### config.mk
export PLATFORM = sky130hd
export DESIGN_NAME = reg_file_param
export DESIGN_NICKNAME = d
export VERILOG_FILES = /design/src/rtl/reg_file_param.sv
export SDC_FILE = /design/constraint.sdc
export NUM_CORES = 1
export LEC_CHECK = 0
export CORE_UTILIZATION = 31
export CTS_CLUSTER_DIAMETER = 200
export DETAILED_ROUTE_END_ITERATION = 8
export RECOVER_POWER = 25
export SYNTH_ARGS = -nofsm -noshare
export SYNTH_HDL_FRONTEND = slang
export SYNTH_SLANG_ARGS = --single-unit
export TNS_END_PERCENT = 10
### constraint.sdc
create_clock -name clk -period 6.4 [get_ports clk]
set_input_delay 1.28 -clock clk [delete_from_list [all_inputs] [get_ports clk]]
set_output_delay 1.28 -clock clk [all_outputs]
set_load 0.005 [all_outputs]
### src/rtl/reg_file_param.sv
// DEPTH x DATA_W register file with handshaked write port, two read ports,
// optional write-through bypass and a pending-load scoreboard.
module reg_file_param #(
  parameter int DATA_W = 32,
  parameter int ADDR_W = 4,
  parameter int BYPASS = 1
) (
  input  logic              clk,
  input  logic              rst_n,
  input  logic              wr_valid,
  output logic              wr_ready,
  input  logic [ADDR_W-1:0] wr_addr,
  input  logic [DATA_W-1:0] wr_data,
  input  logic              rsv_valid,
  input  logic [ADDR_W-1:0] rsv_addr,
  input  logic [ADDR_W-1:0] rd1_addr,
  input  logic [ADDR_W-1:0] rd2_addr,
  output logic [DATA_W-1:0] rd1_data,
  output logic [DATA_W-1:0] rd2_data,
  output logic              rd1_busy,
  output logic              rd2_busy,
  output logic [ADDR_W:0]   busy_cnt,
  output logic              init_done
);

  localparam int DEPTH = 2**ADDR_W;
  localparam logic [ADDR_W-1:0] LAST = ADDR_W'(DEPTH - 1);

  typedef enum logic {S_INIT, S_RUN} state_e;

  state_e            state_q, state_d;
  logic              run_q, run_d;
  logic [ADDR_W-1:0] init_ptr_q, init_ptr_d;
  logic [DEPTH-1:0]  busy_q, busy_d;
  logic [ADDR_W:0]   busy_cnt_q, busy_cnt_d;
  logic [DATA_W-1:0] mem_q [DEPTH];
  logic [DATA_W-1:0] mem_d [DEPTH];

  logic run;
  logic wr_acc;
  logic rsv_acc;

  assign run     = (state_q == S_RUN);
  assign wr_acc  = wr_valid & run;
  assign rsv_acc = rsv_valid & run;

  always_comb begin
    state_d    = state_q;
    init_ptr_d = init_ptr_q;
    busy_d     = busy_q;
    mem_d      = mem_q;
    if (!run) begin
      mem_d[init_ptr_q] = '0;
      init_ptr_d        = init_ptr_q + 1'b1;
      if (init_ptr_q == LAST) begin
        state_d = S_RUN;
      end
    end else begin
      if (wr_acc) begin
        mem_d[wr_addr]  = wr_data;
        busy_d[wr_addr] = 1'b0;
      end
      // reserve after write so a same-address collision ends pending
      if (rsv_acc) begin
        busy_d[rsv_addr] = 1'b1;
      end
    end
    run_d = (state_d == S_RUN);
  end

  always_comb begin
    busy_cnt_d = '0;
    for (int i = 0; i < DEPTH; i++) begin
      busy_cnt_d = busy_cnt_d + {{ADDR_W{1'b0}}, busy_d[i]};
    end
  end

  always_ff @(posedge clk) begin
    if (!rst_n) begin
      state_q    <= S_INIT;
      run_q      <= 1'b0;
      init_ptr_q <= '0;
      busy_q     <= '0;
      busy_cnt_q <= '0;
    end else begin
      state_q    <= state_d;
      run_q      <= run_d;
      init_ptr_q <= init_ptr_d;
      busy_q     <= busy_d;
      busy_cnt_q <= busy_cnt_d;
      mem_q      <= mem_d;
    end
  end

  assign wr_ready  = run_q;
  assign init_done = run_q;
  assign busy_cnt  = busy_cnt_q;

  always_comb begin
    rd1_data = '0;
    rd1_busy = 1'b0;
    if (run) begin
      rd1_data = mem_q[rd1_addr];
      rd1_busy = busy_q[rd1_addr];
      if (BYPASS != 0 && wr_acc && wr_addr == rd1_addr) begin
        rd1_data = wr_data;
        rd1_busy = rsv_acc && (rsv_addr == rd1_addr);
      end
    end
  end

  always_comb begin
    rd2_data = '0;
    rd2_busy = 1'b0;
    if (run) begin
      rd2_data = mem_q[rd2_addr];
      rd2_busy = busy_q[rd2_addr];
      if (BYPASS != 0 && wr_acc && wr_addr == rd2_addr) begin
        rd2_data = wr_data;
        rd2_busy = rsv_acc && (rsv_addr == rd2_addr);
      end
    end
  end

endmodule

==> metrics.csv <==
metric,value,unit
Avg WL per Cell,30.1,um
largest net degree at the start of global routing,94,
IO Count,125,
hpwl dp,69.3,mm
GRT Residual Overflow,0,
worst path required time,6.92,ns
leakage power,12.7,nW
via count,23900,
fmax,170,MHz
Crit-path slowest cell,clkbuf_1,
Max Cap Viol,11,
number of synthesized flops with an enable pin,512,
Setup CP Type,input pin to register,
worst-margin pin slew,3.13,ns
total core area,100000,um2
Die W,319,um
"Setup Fix Bufs, Post-CTS",0,
Yosys warnings,0,
Post-synth top flop,edfxtp_1,
root buf cell,clkbuf_16,
via/cell ratio,6.18,
Pre-antenna DRT Iters,6,
Setup crit end kind,register,
syn_nets,2574,
"most common cell after layout, fill and taps aside",edfxtp_1,
Placement Cell Area,34100,um2
Final Cycle Share,0.920,
filler cell count,9638,
post-cts resize count,0,
power density over the cells,251,nW/um2
failing checks,"max-capacitance violations, max-slew violations",
CTS buffer count,56,
maximum VDD drop,0.229,mV
outcome,finished with violations,
r2r setup slk,1.80,ns
CP Data Arrival Time,6.41,ns
r2r startpoint,init_done$_SDFF_PN0_,
CP Launch Type,input pin,
Initial Util,0.312,
worst setup path start,wr_addr[3],
area grow syn2layout,15.1,%
Avg Synthesized Cell Area,12.5,um2
final instance area,35900,um2
post-synthesis async set-or-reset flop share,0,
Worst Setup EP,busy_cnt[2]$_SDFF_PN0_,
clock skew,0.0296,ns
setup TNS,0,ns
crit-path max cell delay,1.88,ns
#FFs+latches synth,538,
Final min period,5.89,ns
initial antenna violation count,4,
"most used cell, CP",fa_1,
"CTS clk-pin slew, worst paths",0.06,ns
ANT nets after route,0,
chip height,319,um
drt drc,0,
fin worst setup slack,0.512,ns
H-tree levels,2,
Logic pwr share,0.134,
Tot GR Track Use,0.224,
NumNets Final,2581,
die area,102000,um2
CTS tree,done,
NetSw,2.31,mW
Layout Cells excl Fill,3859,
final hold vios,0,
Sw Ratio,0.257,
DRT Wirelength,116,mm
synthesized instance count,2503,
vias in the first global route,23600,
Placed Cells,3750,
Final setup viols,0,
Pwr Total,9.01,mW
global-route wire length before repair,168,mm
ratio of cells with drive above 1 in the final layout,0.190,
Hold Path Stages,2,
crit-path max FO,34,
Yosys cell types,46,
Flop pwr share,0.479,
worst r2r path cells,15,
RSZ-0062 raised after global routing,no,
min-delay worst type,register to register,
Int Power,6.70,mW
Synth Cell Area,31200,um2
pre-CTS WS,0.433,ns
relative max-transition margin,-1.08,
most frequent cells in the layout,"edfxtp_1 (512), nand2_1 (425), o21ai_0 (360), mux4_2 (264), a22o_1 (257)",
Rows,116,
Port Buffer Count,124,
worst-skew pair later-pin latency,0.65,ns
max-slew violation count,377,
starting DRC count in detailed routing,2898,
register area share after synthesis,0.509,
critical-path cell list,dlygate4sd3_1 -> buf_4 -> nand4bb_2 -> clkbuf_1 -> o21ai_0 -> o31ai_1 -> fa_1 -> ha_1 -> fa_1 -> xor2_1 -> and2_1,
clock share of power,0.388,
R2R Path End,busy_cnt[2]$_SDFF_PN0_,
Hold Buf Count CTS,0,
routability cong.,0.881,
CTS Buffer Depth,3,
CTS sink count,538,
-- how the worst min path moves through the flow --
| stage | startpoint | end | slack (ns) |
|---|---|---|---|
| 3_3_place_gp | mem_q[124]$_DFFE_PP_ | mem_q[124]$_DFFE_PP_ | 0.55 |
| 6_report | mem_q[67]$_DFFE_PP_ | mem_q[67]$_DFFE_PP_ | 0.58 |
| 4_1_cts | mem_q[57]$_DFFE_PP_ | mem_q[57]$_DFFE_PP_ | 0.58 |
| 3_5_place_dp | mem_q[62]$_DFFE_PP_ | mem_q[62]$_DFFE_PP_ | 0.56 |
| 5_1_grt | mem_q[126]$_DFFE_PP_ | mem_q[126]$_DFFE_PP_ | 0.60 |
| 2_1_floorplan | mem_q[100]$_DFFE_PP_ | mem_q[100]$_DFFE_PP_ | 0.53 |
-- synthesized netlist by cell type (53+ instances only) --
library cell / count / area [um2]
buf_2: 67 / 335
mux4_2: 264 / 5950
and2_1: 53 / 332
a22o_1: 257 / 2250
nand2_1: 425 / 1600
clkbuf_1: 173 / 649
o22ai_1: 66 / 413
o21ai_1: 63 / 315
o21ai_0: 338 / 1690
nor2_1: 86 / 323
edfxtp_1: 512 / 15400
-- metrics by stage --
| step | utilization | hold WS (ns) |
|---|---|---|
| global route | 0.359 | 0.603 |
| CTS | 0.360 | 0.578 |
| detailed placement | 0.341 | 0.563 |
| floorplan | - | 0.534 |
| finish | 0.359 | 0.577 |
| global placement | 0.341 | 0.548 |
-- layout make-up --
class	instances	area (um2)	area share
Multi-Input combinational cell	1687	14500	0.403
Inverter	13	48.8	0.00136
Timing Repair Buffer	214	1990	0.0554
Antenna cell	4	10.0	0.000279
Clock buffer	69	1470	0.0410
Clock inverter	36	419	0.0117
Sequential cell	538	15900	0.443
Tap cell	1298	1620	0.0452
-- routing by layer --
| metal | vias to the layer above | GRT usage | share of wire |
|---|---|---|---|
| li1 | 9828 | - | - |
| met1 | 12000 | 0.280 | 0.37 |
| met2 | 1614 | 0.362 | 0.47 |
| met3 | 366 | 0.0496 | 0.10 |
| met4 | 4 | 0.115 | 0.055 |
| met5 | - | 0.00567 | 0.00069 |
-- worst max-delay path: cells and delay by family --
kind / cells / cell delay, ns
AND/OR/NAND/NOR: 2 / 0.31
adder cells (fa/ha/maj): 3 / 1.18
buffers and inverters: 3 / 2.94
AO/OA/AOI/OAI: 2 / 0.54
XOR/XNOR: 1 / 0.15
-- power by group through the flow --
| stage | clock network [mW] | logic (mW) | registers, mW |
|---|---|---|---|
| 3_3_place_gp | 0 | 1.18 | 4.36 |
| 3_5_place_dp | 0 | 1.19 | 4.37 |
| 6_report | 3.49 | 1.20 | 4.31 |
| 2_1_floorplan | 0 | 0.818 | 4.32 |
| 4_1_cts | 3.51 | 1.20 | 4.30 |
| 5_1_grt | 3.62 | 1.27 | 4.34 |
-- cell families (layout without fill, tap and decap cells) --
logic type      Yosys count  count (layout)  synth area share
compound gates          769             769             0.158
xor+xnor                 21              21           0.00589
fa+ha+maj                19              19            0.0100
buf+inv                 278             332            0.0403
flops                   538             538             0.509
mux                     271             271             0.193
other cells               0               4                 0
simple gates            607             607            0.0834
-- registers in the layout, indices dropped and copies added (netlist names) --
| register | cells |
|---|---|
| mem_q | 512 |
| busy_cnt | 5 |
| init_ptr_q | 4 |
| init_done | 1 |
| busy_q | 16 |
(Power assumes the default switching activity.)
